<file path="config.mk">
export PLATFORM = sky130hd
export DESIGN_NAME = raw_crop
export DESIGN_NICKNAME = d
export VERILOG_FILES = /design/src/rtl/raw_crop_pkg.sv /design/src/rtl/raw_crop_sync_edge.sv /design/src/rtl/raw_crop.sv
export SDC_FILE = /design/constraint.sdc
export NUM_CORES = 1
export LEC_CHECK = 0
export ABC_AREA = 1
export CORE_MARGIN = 4
export CORE_UTILIZATION = 45
export DETAILED_ROUTE_END_ITERATION = 10
export PLACE_DENSITY_LB_ADDON = 0.12
export SLEW_MARGIN = 30
export SYNTH_ARGS = -nofsm -noshare
export SYNTH_HDL_FRONTEND = slang
export SYNTH_SLANG_ARGS = --single-unit
</file>
<file path="constraint.sdc">
create_clock -name clk -period 2.3 [get_ports clk]
set_clock_uncertainty 0.1 [all_clocks]
set_input_delay 0.46 -clock clk [delete_from_list [all_inputs] [get_ports clk]]
set_output_delay 0.46 -clock clk [all_outputs]
set_load 0.02 [all_outputs]
</file>
<file path="src/rtl/raw_crop_pkg.sv">
// Shared types and widths for the raw_crop pixel-window block.
// Holds the frame-tracking state enum and counter widths.
// No logic; imported by the top-level crop module.
package raw_crop_pkg;

  localparam int COL_W = 12;
  localparam int ROW_W = 11;

  typedef enum logic [1:0] {
    IDLE  = 2'd0,
    FRAME = 2'd1,
    SKIP  = 2'd2
  } crop_state_t;

endpackage

</file>
<file path="src/rtl/raw_crop_sync_edge.sv">
// sync_edge: registers one input and flags its rising/falling edges.
// Latency: q is 1 cycle behind d; rise/fall are combinational from q.
// The first sample after reset primes the history, so a level that is
// already high when reset releases is not reported as a rising edge.
module sync_edge (
  input  logic clk,
  input  logic reset,
  input  logic d,
  output logic q,
  output logic rise,
  output logic fall
);

  logic qq;
  logic primed;

  // Input register plus one-deep history; history is seeded on first sample
  always_ff @(posedge clk) begin
    if (reset) begin
      q      <= 1'b0;
      qq     <= 1'b0;
      primed <= 1'b0;
    end else begin
      q      <= d;
      qq     <= primed ? q : d;
      primed <= 1'b1;
    end
  end

  assign rise = q & ~qq;
  assign fall = ~q & qq;

endmodule

</file>
<file path="src/rtl/raw_crop.sv">
// raw_crop: tracks fv/lv framing and passes a rectangular window of RAW10
// pixels with SOF/EOL markers. Latency 2 cycles, fixed; no backpressure.
// Optional RAW_CROP_STATS_EN build reports last frame width/height.
module raw_crop
  import raw_crop_pkg::*;
#(
  parameter int X0     = 0,
  parameter int Y0     = 0,
  parameter int WIDTH  = 640,
  parameter int HEIGHT = 400
) (
  input  logic             clk,
  input  logic             reset,
  input  logic             fv,
  input  logic             lv,
  input  logic             pix_en,
  input  logic [9:0]       pix_data,
  input  logic             enable,
  output logic             out_valid,
  output logic [9:0]       out_data,
  output logic             out_sof,
  output logic             out_eol,
  output logic             frame_done,
  output logic             frame_short,
  output logic [COL_W-1:0] last_width,
  output logic [ROW_W-1:0] last_height
);

  // 13-bit window bounds so X0+WIDTH / Y0+HEIGHT cannot overflow
  localparam logic [12:0] X_LO = 13'(X0);
  localparam logic [12:0] X_HI = 13'(X0 + WIDTH);
  localparam logic [12:0] Y_LO = 13'(Y0);
  localparam logic [12:0] Y_HI = 13'(Y0 + HEIGHT);

  logic fv_q, fv_rise, fv_fall;
  logic lv_q, lv_rise, lv_fall;
  logic line_in;

  // lv only matters inside fv; gating here also turns an fv drop mid-line
  // into a line end in the same cycle as the frame end
  assign line_in = lv & fv;

  sync_edge u_fv (.clk(clk), .reset(reset), .d(fv),      .q(fv_q), .rise(fv_rise), .fall(fv_fall));
  sync_edge u_lv (.clk(clk), .reset(reset), .d(line_in), .q(lv_q), .rise(lv_rise), .fall(lv_fall));

  logic       pix_q;
  logic [9:0] data_q;
  logic       enable_q;

  // Align pixel strobe, data and enable with the registered fv/lv
  always_ff @(posedge clk) begin
    if (reset) begin
      pix_q    <= 1'b0;
      data_q   <= '0;
      enable_q <= 1'b0;
    end else begin
      pix_q    <= pix_en;
      data_q   <= pix_data;
      enable_q <= enable;
    end
  end

  crop_state_t state, state_nxt;
  logic        frame_end;

  // Frame state register
  always_ff @(posedge clk) begin
    if (reset) state <= IDLE;
    else       state <= state_nxt;
  end

  // Next state; frame_end only for accepted frames
  always_comb begin
    state_nxt = state;
    frame_end = 1'b0;
    case (state)
      IDLE:    if (fv_rise) state_nxt = enable_q ? FRAME : SKIP;
      FRAME:   if (fv_fall) begin
                 state_nxt = IDLE;
                 frame_end = 1'b1;
               end
      SKIP:    if (fv_fall) state_nxt = IDLE;
      default: state_nxt = IDLE;
    endcase
  end

  logic [COL_W-1:0] col, col_eff, col_nxt;
  logic [ROW_W-1:0] row, row_eff, row_nxt;
  logic [12:0]      c13, r13;
  logic             short_q, short_nxt;
  logic             act, pix_cnt, in_x, in_y, pass, row_end;

  // Window decision and counter updates; a line/frame start in the same
  // cycle as a pixel is applied before that pixel is positioned
  always_comb begin
    act       = (state == FRAME) || ((state == IDLE) && fv_rise && enable_q);
    pix_cnt   = pix_q && lv_q && fv_q;
    col_eff   = lv_rise ? '0 : col;
    row_eff   = fv_rise ? '0 : row;
    c13       = {1'b0, col_eff};
    r13       = {2'b0, row_eff};
    in_x      = (c13 >= X_LO) && (c13 < X_HI);
    in_y      = (r13 >= Y_LO) && (r13 < Y_HI);
    pass      = act && pix_cnt && in_x && in_y;
    row_end   = lv_fall && (state == FRAME);
    col_nxt   = col_eff;
    if (pix_cnt && (col_eff != {COL_W{1'b1}})) col_nxt = col_eff + 1'b1;
    row_nxt   = row_eff;
    if (row_end && (row_eff != {ROW_W{1'b1}})) row_nxt = row_eff + 1'b1;
    short_nxt = fv_rise ? 1'b0 : short_q;
    if (row_end && in_y && ({1'b0, col} < X_HI)) short_nxt = 1'b1;
  end

  // Position counters and sticky short-row flag
  always_ff @(posedge clk) begin
    if (reset) begin
      col     <= '0;
      row     <= '0;
      short_q <= 1'b0;
    end else begin
      col     <= col_nxt;
      row     <= row_nxt;
      short_q <= short_nxt;
    end
  end

  // Output stage; data holds when no pixel passes
  always_ff @(posedge clk) begin
    if (reset) begin
      out_valid   <= 1'b0;
      out_data    <= '0;
      out_sof     <= 1'b0;
      out_eol     <= 1'b0;
      frame_done  <= 1'b0;
      frame_short <= 1'b0;
    end else begin
      out_valid   <= pass;
      if (pass) out_data <= data_q;
      out_sof     <= pass && (c13 == X_LO) && (r13 == Y_LO);
      out_eol     <= pass && ((c13 + 13'd1) == X_HI);
      frame_done  <= frame_end;
      frame_short <= frame_end && (short_nxt || ({2'b0, row_nxt} < Y_HI));
    end
  end

`ifdef RAW_CROP_STATS_EN
  logic [COL_W-1:0] line_w;

  // Width of the most recent line; published with the frame height at frame end
  always_ff @(posedge clk) begin
    if (reset) begin
      line_w      <= '0;
      last_width  <= '0;
      last_height <= '0;
    end else begin
      if (row_end) line_w <= col;
      if (frame_end) begin
        last_width  <= row_end ? col : line_w;
        last_height <= row_nxt;
      end
    end
  end
`else
  assign last_width  = '0;
  assign last_height = '0;
`endif

endmodule
</file>
Word level (Yosys, flattened, before mapping)
Cells that the tools add are included.

word-level totals
  register bits after elaboration = 58

operators by class
  order comparisons = 4
  muxes and demuxes = 15
  add/sub/neg operators = 3
  reductions and logical operators = 23
  equality and inequality tests = 7
  bitwise gates (word level) = 9

operator list
  operator                 count
  $logic_not A13 Y1        2
  $lt A12 B10 Y1 const B   2
  $mux W12                 2
  $lt A11 B9 Y1 const B    2
  $mux W11                 2
  $logic_and A1 B1 Y1      16
  $add A12 B1 Y13 const B  1
  $eq A13 B10 Y1 const B   1
  $add A12 B1 Y12 const B  1
  $ne A12 B12 Y1 const B   1
  $add A11 B1 Y11 const B  1
  $ne A11 B11 Y1 const B   1
  $mux W1                  7
  $mux W2                  3
  $and A1 B1 Y1            5
  $not A1 Y1               4
  $pmux W2 S2              1
  $eq A2 B1 Y1 const B     1
  $eq A2 B2 Y1 const B     1
  $logic_not A2 Y1         1
  $logic_or A1 B1 Y1       2
  $ne A2 B1 Y1 const B     1
  $ne A2 B2 Y1 const B     1
  $reduce_and A2 Y1        1
  $reduce_or A2 Y1         1

Logic depth before layout (Yosys ltp)
Gate-level depths: netlist of the first run.

  depth after elaboration = 10
  gate-level depth with buffers = 21

Hierarchy
From an unflattened synthesis of the first run, not the netlist that was laid out.

second synthesis, totals
  cells, all modules = 439
  area total of the unflattened synthesis = 3057.9 um^2

modules (own cells, without submodules)
  module     seq. area each (um^2)  cells each  area each (um^2)  times used
  raw_crop   1061.0                 411         2840.2            1
  sync_edge  60.1                   14          108.9             2

Least setup slack after synthesis of the first run
Ideal clock, no wire load.

  path kind = reg2reg
  start point = reg u_fv.qq
  end point = reg frame_short
  clock period less this slack = 2172 ps
  cell stages (with the launch flop) = 20
  data arrival time = 2002 ps
  slack = 128 ps
  path through = dfxtp_1 > inv_1 > nand2_2 > buf_6 > inv_1 > nor2_1 > ha_1 > nand2_1 > inv_1 > nand3_1 > nor2_1 > nand2_1 > nand2_2 > buf_4 > nand2_1 > nand2_1 > nor2_1 > nand2_1 > nand2_1 > a21oi_1

between the ends
  word-level cells in the longest chain between the ends = 9

RTL lines
  element                                                                  RTL line                  text
  from (decl)                                                              raw_crop_sync_edge.sv:14  logic qq;
  from (signal assigned)                                                   raw_crop_sync_edge.sv:25  qq <= primed ? q : d;
  parallel branches: the longest is 8 deep, another holds $add A11 B1 Y11  -
  $logic_and A1 B1 Y1 *                                                    raw_crop.sv:142           frame_short <= frame_end && (short_nxt || ({2'b0, row_nxt} < Y_HI));
  to (signal assigned)                                                     raw_crop.sv:142
  to (decl)                                                                raw_crop.sv:24            output logic frame_short,

Mark *: on every way between the ends.
A chain may end at the register's enable or synchronous reset.

Worst setup path after layout of the first run
  start point = reg u_fv.q
  end point = reg frame_short

between the ends
  word-level cells in the longest chain between the ends = 8

RTL lines
  element                                                                  RTL line                  text
  from (decl)                                                              raw_crop_sync_edge.sv:9   output logic q,
  from (signal assigned)                                                   raw_crop_sync_edge.sv:20  q <= 1'b0;
  from (signal assigned)                                                   raw_crop_sync_edge.sv:24  q <= d;
  parallel branches: the longest is 7 deep, another holds $add A11 B1 Y11  -
  $logic_and A1 B1 Y1 *                                                    raw_crop.sv:142

Marked as above.

==> flow_metrics.tcl, run 1 <==
set metrics [dict create \
    status "complete, no violations" \
    routed_wl_mm 6.72 \
    async_flop_share 0 \
    p_leak_nw 1.68 \
    ant_nets 0 \
    cp_data_arrival_time_ns 2.31 \
    dp_slack_ns 0.0322 \
    synthCells 433 \
    area_delta_synth_final_pct 19.7 \
    n_antenna_cell 0 \
    htree_levels 3 \
    critPathMaxFanout 8 \
    clk_latency_ns 0.33 \
    post-route-util 0.560 \
    synth_area_leader_cell "dfxtp_1" \
    io_buffers 30 \
    grt_max_degree 27 \
    core_area_um2 6390 \
    cts_sinks 58 \
    initial_utilization 0.468 \
    cts_buffer_depth 2 \
    end_kind "flop" \
    vias 2666 \
    cpMostUsedCell "nand2_1" \
    grt_pass1_vias 2510 \
    layout.cells.non_filler 560 \
    cts_tree "yes" \
    crit_chain "nand2_4, inv_1, nor2_2, ha_2, nand2_1, inv_1, nand3_2, nor2_2, buf_4, nand3_1, nand2_1, nand2_1, nor2_1, nand2_1, nand2_1, nand2_1, a21oi_2" \
    avgSynthCellArea_um2 6.90 \
    timing.final.crit_share 0.930 \
    die_x_um 89.5 \
    synth_area_um2 2990 \
    power.density_nw_per_um2 611 \
    synth_top_area_share 0.389 \
    synthTopCellsByArea "dfxtp_1 39%, nand2_1 10%, nor2_1 9.8%, inv_1 7.4%, buf_4 6.0%" \
    antenna_found_initial 0 \
    routedWlPerCell_um 12.0 \
    die_h_um 89.5 \
    holdCritPathClass "reg -> reg" \
    drtPass1Iterations 4 \
    final-setup-viol-count 0 \
    grt_pass1_wl_mm 11.0 \
    dp_hpwl_mm 4.97 \
    yosys_register_bits 58 \
    fp-row-count 29 \
    crit_type "reg -> reg" \
    drtIter0Drc 137 \
    cap_violations 0 \
    synth_cell_type_count 33 \
    cts_root_buf "clkbuf_8" \
    track_usage 0.179 \
    ys_seq_area_frac 0.389 \
    placed_cells 540 \
    cts_hold_buf 0 \
    drive_gt1_frac 0.122 \
    synth-main-ff-cell "dfxtp_1" \
    place_area_um2 3310 \
    final_area_um2 3580 \
    fin_nets 500 \
    grt_overflow 0 \
    timing.final.ws_setup_ns 0.161 \
    crit_slowest_cell "dfxtp_1" \
    synth_edf_count 0 \
    routed_via_density 4.76 \
    dieArea_um2 8010 \
    crit_required_ns 2.47 \
    path_clk_slew_ns 0.07 \
    drv_slew 0 \
    start_kind "flop" \
    drcViolationCount 0 \
    numCtsBuffers 9 \
    crit_path_max_incr_delay_ns 0.35 \
    fmax_mhz 468 \
    ir_worst_vdd_mv 0.418 \
    ys_warn_count 0 \
    io_pins 54 \
    fin_crit_ns 2.14 \
    final-hold-violation-count 0 \
    place.gp.congestion 0.916 \
]
power breakdown:
group | switching [mW] | internal, mW | leakage, nW
clock | 0.401 | 0.526 | 0.103
sequential | 0.0146 | 1.03 | 0.472
combinational | 0.132 | 0.0770 | 1.10
final cells by class:
class | count | area, um^2
Fill cell | 611 | 2810
Multi-Input combinational cell | 301 | 1460
Clock buffer | 11 | 141
Sequential cell | 58 | 1160
Inverter | 61 | 229
Timing Repair Buffer | 47 | 432
Clock inverter | 5 | 53.8
Tap cell | 77 | 96.3
layout by cell type, fill, tap and decap left out, types with 2 or more instances in the layout:
cell type        count
nand2_1             78
nor2_1              76
inv_1               57
dfxtp_1             57
clkdlybuf4s50_1     30
o21ai_0             27
nand3_1             25
conb_1              23
a21oi_1             19
buf_4               16
clkbuf_8            10
nand4_1              7
xor2_1               6
nand2_2              5
nor2_2               5
nand2_4              4
ha_1                 4
inv_2                3
a31oi_1              3
o21ai_1              3
clkinv_2             3
nor4_1               2
xnor2_1              2
a21oi_2              2
ha_2                 2
critical path, delay by kind of cell (launching register included):
kind                     cells  cell delay, ns
adder cells (fa/ha/maj)      1            0.19
buffers and inverters        3            0.26
AND/OR/NAND/NOR             12            1.06
AO/OA/AOI/OAI                1            0.11
flip-flops                   1            0.35
registers in the layout, indices dropped and copies added (netlist names), 2 cells and up:
signal,cells
col,12
data_q,10
out_data,10
row,11
state,2
metrics by stage:
stage / hold slack [ns] / total power, mW / TNS (ns)
CTS: 0.372 / 2.21 / 0
global route: 0.389 / 2.29 / -0.0424
finish: 0.367 / 2.18 / 0
detailed placement: 0.363 / 1.27 / 0
floorplan: 0.348 / 1.24 / 0
global placement: 0.354 / 1.27 / 0
layer usage:
metal  track usage  vias to the layer above  wire (um)
li1              -                     1399          -
met1         0.217                     1182       3040
met2         0.294                       69       3190
met3        0.0396                       16        322
met4        0.0947                        0        163
met5             0                        -          0
worst paths after layout:
kind	startpoint	to	slack [ns]	cells after the start
min	u_lv.primed$_DFF_P_	u_fv.qq$_SDFF_PP0_	0.37	1
max reg2reg	u_fv.q$_SDFF_PP0_	frame_short$_SDFF_PP0_	0.16	17
min reg2reg	u_lv.primed$_DFF_P_	u_fv.qq$_SDFF_PP0_	0.37	1
max	u_fv.q$_SDFF_PP0_	frame_short$_SDFF_PP0_	0.16	17
cell usage after synthesis, types with 3 or more instances:
cell type,count
nand2_1,80
a31oi_1,3
nor2_2,3
ha_1,6
dfxtp_1,58
buf_6,4
nand4_1,7
inv_1,59
a21oi_1,20
nor2_1,78
buf_4,24
xor2_1,6
clkbuf_1,4
o21ai_0,28
nand2_2,5
nand3_1,26
kinds of logic (layout without fill, tap and decap cells):
logic type	Yosys count	after routing	synth area share
simple gates	208	208	0.301
buf+inv	96	124	0.161
flops	58	58	0.389
compound gates	56	56	0.0992
xor+xnor	8	8	0.0235
fa+ha+maj	6	6	0.0251
other cells	1	23	0.00126
repair_timing:
action,CTS,global route
gates resized for setup,0,15
setup endpoints to repair,0,17
setup buffers,0,4
No activity file was read; power rests on OpenSTA's default activity.
==> run 2, diff against run 1 <==
- SYNTH_HIERARCHICAL: default -> 1
==> run 2 against run 1 <==
  * Fmax is 2.1% lower
  * Die area is 2.1% higher
  * Via count is 3.6% higher
  * Highest routed layer unchanged
  * Design area is 5.5% higher
==> flow_metrics.tcl, run 2 <==
set metrics [dict create \
    synth_cell_type_count 36 \
    synth_area_um2 3060 \
    area_delta_synth_final_pct 23.4 \
    cts_root_buf "clkbuf_8" \
    synthCells 439 \
    drv_slew 0 \
    async_flop_share 0 \
    drive_gt1_frac 0.173 \
    io_buffers 30 \
    htree_levels 3 \
    critPathMaxFanout 7 \
    synth_edf_count 0 \
    timing.rr.end "col[9]$_SDFF_PP0_" \
    grt_pass1_wl_mm 11.6 \
    final-hold-violation-count 0 \
    start_kind "flop" \
    share_comb_of_total_power 0.083 \
    ir_worst_vdd_mv 0.470 \
    antenna_found_initial 0 \
    power.share.switching 0.255 \
    io_pins 54 \
    drcViolationCount 0 \
    place.gp.congestion 0.876 \
    end_kind "flop" \
    yosys_register_bits 59 \
    final_area_um2 3770 \
    vias 2761 \
    core_area_um2 6460 \
    synthTopCellsByArea "dfxtp_1 39%, nor2_1 11%, inv_1 8.5%, nand2_1 6.8%, buf_4 5.9%" \
    drtPass1Iterations 4 \
    power.share.sequential 0.506 \
    largestRegisters "col (12), row (11)" \
    numCtsBuffers 9 \
    timing.final.ws_setup_ns 0.114 \
    die_h_um 90.4 \
    ys_warn_count 6 \
    largest_reg_flops 12 \
    grt_pass1_vias 2520 \
    layout_commonest_cell "nor2_1" \
    avgSynthCellArea_um2 6.97 \
    synth-main-ff-cell "dfxtp_1" \
    routedWlPerCell_um 12.0 \
    n_antenna_cell 0 \
    critPathLaunch "u_lv/q$_SDFF_PP0_" \
    final-setup-viol-count 0 \
    placed_cells 552 \
    fin_nets 513 \
    place_area_um2 3430 \
    clk_latency_ns 0.34 \
    crit_type "reg -> reg" \
    top_register "col" \
    p_leak_nw 1.73 \
    setup_tns_ns 0 \
    status "complete, no violations" \
    nFillCells 637 \
    cp_data_arrival_time_ns 2.37 \
    synth_top_area_share 0.386 \
    ant_nets 0 \
    initial_utilization 0.473 \
    die_x_um 90.4 \
    regToRegSetupSlack_ns 0.11 \
    cap_violations 0 \
    worstRegToRegCells 15 \
    r2r_start "u_lv/q$_SDFF_PP0_" \
    routed_via_density 4.82 \
    cts_tree "yes" \
    synth_commonest_cells "88 x nor2_1, 69 x inv_1, 59 x dfxtp_1, 55 x nand2_1, 30 x o21ai_0" \
    track_usage 0.171 \
    p_clk_frac 0.410 \
    fmax_mhz 458 \
    fp-row-count 29 \
    synth_area_leader_cell "dfxtp_1" \
    grt_overflow 0 \
    yosysMostFrequentCell "nor2_1" \
    path_clk_slew_ns 0.07 \
    fin_crit_ns 2.19 \
    ys_seq_area_frac 0.386 \
    critical_path.endpoint "col[9]$_SDFF_PP0_" \
    routed_wl_mm 6.86 \
    most-common-layout-cells "82 x nor2_1, 68 x inv_1, 57 x dfxtp_1, 50 x nand2_1, 30 x clkdlybuf4s50_1" \
    layout.cells.non_filler 573 \
    dp_hpwl_mm 5.00 \
    holdCritPathClass "reg -> reg" \
    p_int_mw 1.55 \
    drtIter0Drc 123 \
    cts_buffer_depth 2 \
    dieArea_um2 8180 \
    power.density_nw_per_um2 553 \
    cts_sinks 59 \
    crit_required_ns 2.48 \
    dp_slack_ns -0.0336 \
    timing.final.crit_share 0.950 \
    grt_max_degree 27 \
    p_switching_mw 0.531 \
]
run 2: cell count changes in the layout (fill, tap and decap cells not counted), sizes merged, moves of 3 or more:
| cell | change |
|---|---|
| nor2 | +12 |
| nand2 | -22 |
| nor3 | +5 |
| inv | +16 |
| buf | +3 |
| a31oi | -3 |
run 2: worst min-delay path by stage:
stage | startpoint | end | slack (ns) | depth (start not counted)
floorplan | data_q[0]$_SDFF_PP0_ | out_data[0]$_SDFFE_PP0P_ | 0.34 | 2
global placement | data_q[0]$_SDFF_PP0_ | out_data[0]$_SDFFE_PP0P_ | 0.35 | 2
detailed placement | data_q[0]$_SDFF_PP0_ | out_data[0]$_SDFFE_PP0P_ | 0.36 | 2
CTS | data_q[0]$_SDFF_PP0_ | out_data[0]$_SDFFE_PP0P_ | 0.37 | 2
global route | data_q[9]$_SDFF_PP0_ | out_data[9]$_SDFFE_PP0P_ | 0.40 | 2
finish | data_q[6]$_SDFF_PP0_ | out_data[6]$_SDFFE_PP0P_ | 0.37 | 2
run 2: cells by family after synthesis:
logic type,share of synthesized area
flops,0.386
xor+xnor,0.0143
other cells,0.00123
buf+inv,0.176
simple gates,0.301
compound gates,0.0966
fa+ha+maj,0.0245
run 2: what timing repair did:
action	in CTS	in global routing
hold buffers	0	0
gates resized for setup	1	40
pin swaps	0	14
buffers inserted	0	6
endpoints found under the hold margin	0	0
setup endpoints to repair	1	18
run 2: metal layers:
metal / vias up / global-route usage / part of all wire
met2: 66 / 0.276 / 0.48
met1: 1263 / 0.219 / 0.46
li1: 1422 / - / -
met5: - / 0 / 0
met4: 0 / 0.0612 / 0.015
met3: 10 / 0.0467 / 0.042
run 2: layout make-up:
type	count	area, um^2	share of cell area
clock buffer	12	155	0.0411
sequential	59	1180	0.314
multi-input combinational	292	1520	0.403
tap	77	96.3	0.0255
inverter	78	310	0.0822
timing repair buffer	51	483	0.128
clock inverter	4	25.0	0.00663
run 2: power by group through the flow:
stage,Sequential [mW],Combinational (mW),Clock [mW]
finish,1.06,0.174,0.856
global route,1.06,0.196,0.925
CTS,1.05,0.169,0.883
detailed placement,1.08,0.169,0
global placement,1.08,0.167,0
floorplan,1.08,0.147,0
run 2: worst max-delay path, stage by stage, from the launching register on:
cell and delay [ns]:
dfxtp_2 0.33, inv_2 0.06, nor2_2 0.04, clkbuf_16 0.16, nor2_4 0.14, ha_4 0.17
nand2_4 0.05, nor2_4 0.13, nand2_4 0.07, nor3_4 0.25, nand2_1 0.10, nand2_2 0.12
buf_6 0.14, buf_6 0.11, nor2_1 0.05, nor2_1 0.09
run 2: stage by stage:
stage           util  hold WS [ns]  total power, mW
2_1_floorplan      -         0.339             1.22
3_3_place_gp   0.531         0.349             1.24
3_5_place_dp   0.531         0.359             1.25
4_1_cts        0.559         0.373             2.11
5_1_grt        0.584         0.403             2.18
6_report       0.584         0.373             2.09
